===== src/rtl/hazard_stall_ctrl_pkg.sv =====
// Shared definitions for the pipeline hazard/stall controller: FSM states,
// register-field width and the bundle of per-cycle pipeline control bits.
package hazard_stall_ctrl_pkg;

  localparam int REG_W = 5;

  typedef enum logic {
    S_RUN  = 1'b0,
    S_MISS = 1'b1
  } state_e;

  typedef struct packed {
    logic pc_write;
    logic ifid_write;
    logic idex_bubble;
    logic ifid_flush;
    logic pipe_stall;
  } ctrl_t;

  // Free-running pipe: PC and IF/ID advance, nothing squashed or held.
  localparam ctrl_t CTRL_RUN = '{
    pc_write:    1'b1,
    ifid_write:  1'b1,
    idex_bubble: 1'b0,
    ifid_flush:  1'b0,
    pipe_stall:  1'b0
  };

endpackage


===== src/rtl/hazard_stall_ctrl_load_use_detect.sv =====
// Load-use comparator: flags when a load in EX writes a register that the
// instruction in ID reads. Register $0 never creates a dependency.
module hazard_stall_ctrl_load_use_detect
  import hazard_stall_ctrl_pkg::*;
(
  input  logic             ex_mem_read,
  input  logic [REG_W-1:0] ex_rt,
  input  logic [REG_W-1:0] id_rs,
  input  logic [REG_W-1:0] id_rt,
  output logic             lu_hazard
);

  logic [REG_W-1:0] src [2];
  logic [1:0]       src_match;

  assign src[0] = id_rs;
  assign src[1] = id_rt;

  for (genvar gi = 0; gi < 2; gi++) begin : g_src
    assign src_match[gi] = (ex_rt == src[gi]);
  end

  assign lu_hazard = ex_mem_read && (ex_rt != '0) && (|src_match);

endmodule


===== src/rtl/hazard_stall_ctrl.sv =====
// Pipeline sequencing controller: D-cache freeze, load-use bubble, IF/ID flush
// and sticky miss timeout. Define HAZARD_PERF_CNT_EN to build the perf counters.
module hazard_stall_ctrl
  import hazard_stall_ctrl_pkg::*;
#(
  parameter int MISS_TIMEOUT = 255,
  parameter int TO_W         = 8,
  parameter int CNT_W        = 16
) (
  input  logic             clk_i,
  input  logic             rst_i,
  input  logic [REG_W-1:0] ID_RS_i,
  input  logic [REG_W-1:0] ID_RT_i,
  input  logic             EX_MemRead_i,
  input  logic [REG_W-1:0] EX_Rt_i,
  input  logic             Branch_taken_i,
  input  logic             Dcache_stall_i,
  output logic             PC_Write_o,
  output logic             IFID_Write_o,
  output logic             IDEX_Bubble_o,
  output logic             IFID_Flush_o,
  output logic             Pipe_Stall_o,
  output logic             Timeout_o,
  output logic [CNT_W-1:0] Lu_cnt_o,
  output logic [CNT_W-1:0] Miss_cnt_o,
  output logic [CNT_W-1:0] Flush_cnt_o
);

  localparam logic [TO_W-1:0] TO_LIMIT = TO_W'(MISS_TIMEOUT);
  localparam logic [TO_W-1:0] TO_ONE   = TO_W'(1);

  logic            lu_hazard;
  ctrl_t           ctrl;
  state_e          state_reg, state_next;
  logic [TO_W-1:0] miss_dur_reg, miss_dur_next;
  logic            timeout_reg, timeout_next;

  hazard_stall_ctrl_load_use_detect u_lu_detect (
    .ex_mem_read (EX_MemRead_i),
    .ex_rt       (EX_Rt_i),
    .id_rs       (ID_RS_i),
    .id_rt       (ID_RT_i),
    .lu_hazard   (lu_hazard)
  );

  // Same-cycle control; a miss outranks load-use, which outranks the flush
  // (the branch re-resolves once the bubble has gone down the pipe).
  always_comb begin
    ctrl = CTRL_RUN;
    if (rst_i) begin
      ctrl = CTRL_RUN;
    end else if (Dcache_stall_i) begin
      ctrl.pc_write   = 1'b0;
      ctrl.ifid_write = 1'b0;
      ctrl.pipe_stall = 1'b1;
    end else if (lu_hazard) begin
      ctrl.pc_write    = 1'b0;
      ctrl.ifid_write  = 1'b0;
      ctrl.idex_bubble = 1'b1;
    end else if (Branch_taken_i) begin
      ctrl.ifid_flush = 1'b1;
    end
  end

  assign PC_Write_o    = ctrl.pc_write;
  assign IFID_Write_o  = ctrl.ifid_write;
  assign IDEX_Bubble_o = ctrl.idex_bubble;
  assign IFID_Flush_o  = ctrl.ifid_flush;
  assign Pipe_Stall_o  = ctrl.pipe_stall;

  // Exit from S_MISS needs no special case: the first cycle with the stall
  // dropped already runs the normal priority chain above.
  always_comb begin
    state_next    = Dcache_stall_i ? S_MISS : S_RUN;
    miss_dur_next = '0;
    if (Dcache_stall_i) begin
      if (state_reg == S_RUN) begin
        miss_dur_next = TO_ONE;
      end else if (miss_dur_reg != TO_LIMIT) begin
        miss_dur_next = miss_dur_reg + TO_ONE;
      end else begin
        miss_dur_next = miss_dur_reg;
      end
    end
    timeout_next = timeout_reg | (miss_dur_next == TO_LIMIT);
  end

  always_ff @(posedge clk_i or posedge rst_i) begin
    if (rst_i) begin
      state_reg    <= S_RUN;
      miss_dur_reg <= '0;
      timeout_reg  <= 1'b0;
    end else begin
      state_reg    <= state_next;
      miss_dur_reg <= miss_dur_next;
      timeout_reg  <= timeout_next;
    end
  end

  assign Timeout_o = timeout_reg;

`ifdef HAZARD_PERF_CNT_EN
  localparam logic [CNT_W-1:0] CNT_ONE = CNT_W'(1);

  logic [CNT_W-1:0] lu_cnt_reg, miss_cnt_reg, flush_cnt_reg;

  always_ff @(posedge clk_i or posedge rst_i) begin
    if (rst_i) begin
      lu_cnt_reg    <= '0;
      miss_cnt_reg  <= '0;
      flush_cnt_reg <= '0;
    end else begin
      if (ctrl.idex_bubble) lu_cnt_reg    <= lu_cnt_reg + CNT_ONE;
      if (ctrl.pipe_stall)  miss_cnt_reg  <= miss_cnt_reg + CNT_ONE;
      if (ctrl.ifid_flush)  flush_cnt_reg <= flush_cnt_reg + CNT_ONE;
    end
  end

  assign Lu_cnt_o    = lu_cnt_reg;
  assign Miss_cnt_o  = miss_cnt_reg;
  assign Flush_cnt_o = flush_cnt_reg;
`else
  assign Lu_cnt_o    = '0;
  assign Miss_cnt_o  = '0;
  assign Flush_cnt_o = '0;
`endif

endmodule


===== config.mk =====
export PLATFORM = sky130hd
export DESIGN_NAME = hazard_stall_ctrl
export DESIGN_NICKNAME = d
export VERILOG_FILES = /design/src/rtl/hazard_stall_ctrl_pkg.sv /design/src/rtl/hazard_stall_ctrl_load_use_detect.sv /design/src/rtl/hazard_stall_ctrl.sv
export SDC_FILE = /design/constraint.sdc
export NUM_CORES = 1
export LEC_CHECK = 0
export CAP_MARGIN = 20
export CORE_MARGIN = 2
export CORE_UTILIZATION = 37
export CTS_CLUSTER_SIZE = 12
export DETAILED_ROUTE_END_ITERATION = 8
export GPL_TIMING_DRIVEN = 1
export PLACE_DENSITY_LB_ADDON = 0.12
export SYNTH_ARGS = -nofsm -noshare
export SYNTH_HDL_FRONTEND = slang
export SYNTH_HIERARCHICAL = 1
export SYNTH_SLANG_ARGS = --single-unit

===== constraint.sdc =====
create_clock -name clk_i -period 4.34 [get_ports clk_i]
set_clock_uncertainty 0.1 [all_clocks]
set_input_delay 1.302 -clock clk_i [delete_from_list [all_inputs] [get_ports clk_i]]
set_output_delay 1.302 -clock clk_i [all_outputs]
set_load 0.03 [all_outputs]

==> results of run 1 <==
-- final cells by class --
cell class,instances,area [um2]
Multi-Input combinational cell,110,591
Sequential cell,10,250
Tap cell,31,38.8
Fill cell,262,1490
Timing Repair Buffer,29,272
Clock buffer,4,36.3
Inverter,2,7.51
-- worst paths after layout --
check	startpoint	to	cells after the start
max in group asynchronous	rst_i	Timeout_o$_DFF_PP0_	3
min in group asynchronous	rst_i	miss_dur_reg[6]$_DFF_PP0_	3
min	state_reg$_DFF_PP0_	miss_dur_reg[0]$_DFF_PP0_	1
max	EX_Rt_i[2]	IFID_Flush_o	6
max reg2reg	miss_dur_reg[0]$_DFF_PP0_	Timeout_o$_DFF_PP0_	5
min reg2reg	state_reg$_DFF_PP0_	miss_dur_reg[0]$_DFF_PP0_	1
-- repair_timing --
item,CTS,global route
endpoints found under the setup margin,2,4
hold endpoints to repair,0,0
gates resized for setup,3,2
-- cell families after synthesis --
kind of cell / after synthesis
buffers and inverters: 52
and+or+nand+nor: 32
AOI/OAI and AO/OA: 17
xor gates and xnor gates: 12
DFF: 10
adders and majority gates: 1
other: 1
-- cell usage after synthesis, drive strengths merged --
cell	number
nor3	7
or4	2
nor4b	1
nor2b	1
nand2	5
ha	1
xnor2	4
nand3	5
xor2	8
nor2	7
and4b	2
nor3b	1
dfrtp	10
a211oi	2
nand4	1
o21ai	3
buf	50
a31oi	4
o21bai	1
a21boi	1
o31ai	1
a21oi	4
inv	2
conb	1
o21a	1
-- metal layers --
layer  global-route usage, %  wire (um)
met1                    15.1        764
met2                    19.3        897
met3                    4.38        144
met4                    3.06          4
met5                       0          0
-- worst register-to-register path: cells and delay by family (launching register included) --
family                   cells  cell delay, ns
adder cells (fa/ha/maj)      1            0.31
AND/OR/NAND/NOR              2            0.64
flip-flops                   1            0.43
AO/OA/AOI/OAI                2            0.30
-- power by group through the flow --
stage	registers [mW]	clock network [mW]	logic, mW
floorplan	0.0980	0	0.108
global placement	0.0985	0	0.104
detailed placement	0.0985	0	0.104
CTS	0.0967	0.0870	0.104
global route	0.0969	0.0947	0.112
finish	0.0968	0.0852	0.105
-- through the flow --
stage / hold slack [ns] / worst slack (ns) / util, %
after detailed placement: 0.360 / -0.00681 / 42.6
after global placement: 0.353 / -0.0489 / 42.6
final: 0.368 / 0.0695 / 44.5
after CTS: 0.369 / 0.00779 / 44.2
after global routing: 0.385 / -0.0273 / 44.5
after floorplan: 0.340 / 0.168 / -
==> results.json, run 1 <==
{
  "status": "finished clean",
  "yosysSeqAreaShare_pct": 24.3,
  "synth.avg_cell_area_um2": 8.23,
  "crit_buf_inv": 2,
  "first_iter_violations": 17,
  "dpl-instance-area_um2": 1140,
  "synthAdderAreaFrac_pct": 1.22,
  "synthMuxAreaShare_pct": 0,
  "gp_congestion": 0.783,
  "layout.nets": 177,
  "p_seq_share_pct": 33.8,
  "syn_inst": 125,
  "crit_arrival_ns": 2.87,
  "finalHoldViolCount": 0,
  "port_buffers": 25,
  "cap_violations": 0,
  "period_needed_ns": 4.27,
  "track_usage_pct": 12.0,
  "grt_pass1_vias": 682,
  "worstPathRequired_ns": 2.94,
  "layout_commonest_cell": "conb_1",
  "ant_nets": 0,
  "routed_via_density": 4.23,
  "die_area_um2": 3220,
  "mostFrequentLayoutCells": "conb_1 (48), clkdlybuf4s50_1 (19), dfrtp_1 (10)",
  "cpMaxStageDelayCell": "or4_1",
  "synth_top_family_by_area": "buffers and inverters",
  "clock_latency_ns": 0.27,
  "switching_share_pct": 39.1,
  "combPwrFrac_pct": 36.5,
  "cts_buffers": 3,
  "fin_cells": 186,
  "htreeDepth": 1,
  "vias": 787,
  "synth-compound-area-share_pct": 10.2,
  "synth_xor_area_share_pct": 10.2,
  "clock_sinks": 10,
  "grt_pass1_wl_mm": 3.04,
  "yosys-top-cells-area": "buf_4 (36%), dfrtp_1 (24%), xor2_1 (6.8%)",
  "hold_buffers": 0,
  "p_sw_mw": 0.112,
  "start_util_pct": 38.3,
  "path_clk_slew_ns": 0.07,
  "finalInstanceArea_um2": 1190,
  "criticalPathCategory": "in -> out",
  "hpwl_mm": 1.49,
  "firstDrtPassIters": 4,
  "antenna_found_initial": 0,
  "dieWidth_um": 56.7,
  "yosysTopAreaCellShare_pct": 36.5,
  "drc": 0,
  "cp-start-kind": "input port",
  "grt_max_degree": 11,
  "power_frac_clock_pct": 29.7,
  "tns_ns": 0,
  "cpPeakStageDelay_ns": 0.50,
  "die_h_um": 56.7,
  "fmax_ghz": 0.234,
  "largest_reg_flops": 8,
  "core_um2": 2690,
  "p_int_mw": 0.174,
  "crit_family": "simple AND/OR/NAND/NOR gates",
  "cts_root_buf": "clkbuf_4",
  "gr-total-overflow": 0,
  "yosys.area.top_type": "buf_4",
  "io_pins": 74,
  "wl_per_cell_um": 9.74,
  "drv_slew": 0,
  "syn_area_um2": 1030,
  "drive_gt1_share_pct": 10.3,
  "fin_total_pwr_mw": 0.287,
  "ys_types": 26,
  "worstHoldPathType": "reg -> reg",
  "r2r_setup_slack_ns": 2.48,
  "synthSimpleGateAreaFrac_pct": 16.4,
  "path_max_fanout": 3,
  "cts_tree": "yes",
  "yosys_warnings": 6,
  "leakagePower_nw": 0.579,
  "end_kind": "output port",
  "n_antenna_cell": 0,
  "place_inst": 182,
  "setup_violations": 0,
  "cts_setup_buffers": 0,
  "syn2layout_area_growth_pct": 16.2,
  "irDropWorstVdd_v": 0.000131,
  "ys_seq_elements": 10,
  "rsz0062_at_grt": "true",
  "clockBufferDepth": 2,
  "rows": 19,
  "postRouteWirelength_mm": 1.81,
  "path_cells": "clkdlybuf4s50_1 > or4_1 > o21ai_2 > a21oi_2 > nor4b_2 > buf_4",
  "finalCritPeriodShare_pct": 98.4,
  "power.density_nw_per_um2": 240
}
Note: power is estimated with default switching activity, not from simulation.
==> inputs of run 2 (changes only) <==
--- a/config.mk
+++ b/config.mk
@@ -6,7 +6,7 @@
 export NUM_CORES = 1
 export LEC_CHECK = 0
 export CAP_MARGIN = 20
-export CORE_MARGIN = 2
+export CORE_MARGIN = 5
 export CORE_UTILIZATION = 37
 export CTS_CLUSTER_SIZE = 12
 export DETAILED_ROUTE_END_ITERATION = 8
==> run 2 against run 1 <==
Clock-buffer cell count did not move. Largest power group unchanged. Maximum frequency rose by 0.14%. Final area rose by 0.63%.
==> results.json, run 2 (synthesis results as in run 1) <==
{
  "hold_end": "miss_dur_reg[0]$_DFF_PP0_",
  "end_kind": "output port",
  "fillers": 276,
  "p_sw_mw": 0.115,
  "r2r-end": "Timeout_o$_DFF_PP0_",
  "rsz0062_at_grt": "false",
  "fmax_ghz": 0.234,
  "hold_start": "state_reg$_DFF_PP0_",
  "largest_reg_flops": 8,
  "antenna_found_initial": 0,
  "hpwl_mm": 1.79,
  "htreeDepth": 1,
  "rr_worst_depth": 4,
  "mostFrequentLayoutCells": "conb_1 (48), clkdlybuf4s50_1 (18), dfrtp_1 (10)",
  "grt_pass1_vias": 686,
  "crit_buf_inv": 2,
  "clockBufferDepth": 2,
  "track_usage_pct": 9.70,
  "cts_tree": "yes",
  "drc": 0,
  "path_max_fanout": 3,
  "irDropWorstVdd_v": 0.000140,
  "clock_sinks": 10,
  "grt_max_degree": 11,
  "first_iter_violations": 18,
  "wl_per_cell_um": 11.4,
  "setup_violations": 0,
  "leakagePower_nw": 0.594,
  "power.density_nw_per_um2": 241,
  "syn2layout_area_growth_pct": 16.9,
  "die_h_um": 62.7,
  "cpMaxStageDelayCell": "or4_4",
  "path_clk_slew_ns": 0.07,
  "fin_cells": 185,
  "die_area_um2": 3930,
  "p_seq_share_pct": 33.4,
  "vias": 785,
  "cp-start-kind": "input port",
  "p_int_mw": 0.174,
  "crit_arrival_ns": 2.86,
  "start_util_pct": 38.0,
  "highest_layer": "met4",
  "postRouteWirelength_mm": 2.11,
  "r2r_setup_slack_ns": 2.46,
  "path_cells": "clkdlybuf4s50_1 > or4_4 > o21ai_2 > a21oi_2 > nor4b_2 > buf_4",
  "status": "finished clean",
  "clock_latency_ns": 0.27,
  "wl_met3_um": 157,
  "wl_met2_mm": 1.13,
  "layout_commonest_cell": "conb_1",
  "power_frac_clock_pct": 30.1,
  "period_needed_ns": 4.26,
  "pre_cts_slack_ns": -0.0309,
  "ant_nets": 0,
  "drv_slew": 0,
  "cts_buffers": 3,
  "gr-total-overflow": 0,
  "criticalPathCategory": "in -> out",
  "firstDrtPassIters": 5,
  "cts_setup_buffers": 0,
  "crit_family": "simple AND/OR/NAND/NOR gates",
  "port_buffers": 25,
  "layout.nets": 176,
  "cpPeakStageDelay_ns": 0.50,
  "fin_total_pwr_mw": 0.290,
  "r2r_start": "miss_dur_reg[0]$_DFF_PP0_",
  "io_pins": 74,
  "worstHoldPathType": "reg -> reg",
  "wl_met1_um": 782,
  "routed_via_density": 4.24,
  "grt_pass1_wl_mm": 3.11,
  "n_antenna_cell": 0,
  "core_um2": 2710,
  "switching_share_pct": 39.8,
  "worstPathRequired_ns": 2.94,
  "gp_congestion": 0.804,
  "finalHoldViolCount": 0,
  "place_inst": 181,
  "hold_depth": 1,
  "layout_setup_ws_ns": 0.0755,
  "cts_root_buf": "clkbuf_4",
  "combPwrFrac_pct": 36.5,
  "rows": 19,
  "drive_gt1_share_pct": 11.0,
  "cap_violations": 0,
  "dieWidth_um": 62.7,
  "finalCritPeriodShare_pct": 98.3
}
## run 2: routing by layer
layer	up-vias	global-route usage, %
met5	-	0
met4	0	3.98
met3	7	1.98
met2	39	16.7
met1	354	11.6
li1	385	-
## run 2: worst max-delay path by stage
| stage | from | end | depth (start not counted) |
|---|---|---|---|
| final | EX_Rt_i[2] | IFID_Flush_o | 6 |
| after global routing | EX_Rt_i[2] | IFID_Flush_o | 6 |
| after CTS | EX_Rt_i[0] | IFID_Flush_o | 6 |
| after detailed placement | EX_Rt_i[0] | IDEX_Bubble_o | 7 |
| after global placement | EX_Rt_i[3] | IDEX_Bubble_o | 7 |
| after floorplan | EX_Rt_i[0] | PC_Write_o | 5 |
## run 2: cell type report
class,count,area (um2),share of cell area [%]
multi-input cells,110,599,49.8
clock buffers,4,36.3,3.02
flip-flops and latches,10,250,20.8
well taps,31,38.8,3.23
inverters,2,7.51,0.624
repair buffers,28,270,22.5
## run 2: per-stage QoR
| step | instance area [um2] | utilization, % | setup TNS, ns | hold WS [ns] |
|---|---|---|---|---|
| detailed placement | 1140 | 42.0 | -0.0309 | 0.360 |
| finish | 1200 | 44.4 | 0 | 0.365 |
| floorplan | 1210 | - | 0 | 0.340 |
| CTS | 1180 | 43.4 | 0 | 0.368 |
| global route | 1200 | 44.4 | 0 | 0.404 |
| global placement | 1140 | 42.0 | -0.0287 | 0.356 |
## run 2: what timing repair did
action / CTS / global route
setup endpoints to repair: 2 / 4
pin swaps: 0 / 1
hold buffers: 0 / 0
gates resized for setup: 1 / 7
## run 2: power groups by stage
| stage | Sequential [mW] | Clock (mW) | Combinational, mW |
|---|---|---|---|
| after floorplan | 0.0980 | 0 | 0.108 |
| after global placement | 0.0985 | 0 | 0.103 |
| after detailed placement | 0.0985 | 0 | 0.103 |
| after CTS | 0.0967 | 0.0895 | 0.104 |
| after global routing | 0.0970 | 0.0962 | 0.112 |
| final | 0.0968 | 0.0874 | 0.106 |
==> inputs of run 3 (changes only) <==
--- a/config.mk
+++ b/config.mk
@@ -10,8 +10,10 @@
 export CORE_UTILIZATION = 37
 export CTS_CLUSTER_SIZE = 12
 export DETAILED_ROUTE_END_ITERATION = 8
+export GPL_ROUTABILITY_DRIVEN = 0
 export GPL_TIMING_DRIVEN = 1
 export PLACE_DENSITY_LB_ADDON = 0.12
+export SLEW_MARGIN = 40
 export SYNTH_ARGS = -nofsm -noshare
 export SYNTH_HDL_FRONTEND = slang
 export SYNTH_HIERARCHICAL = 1
==> results of run 3 <==
The final DEF is identical to that of run 2; final timing and power are the same.
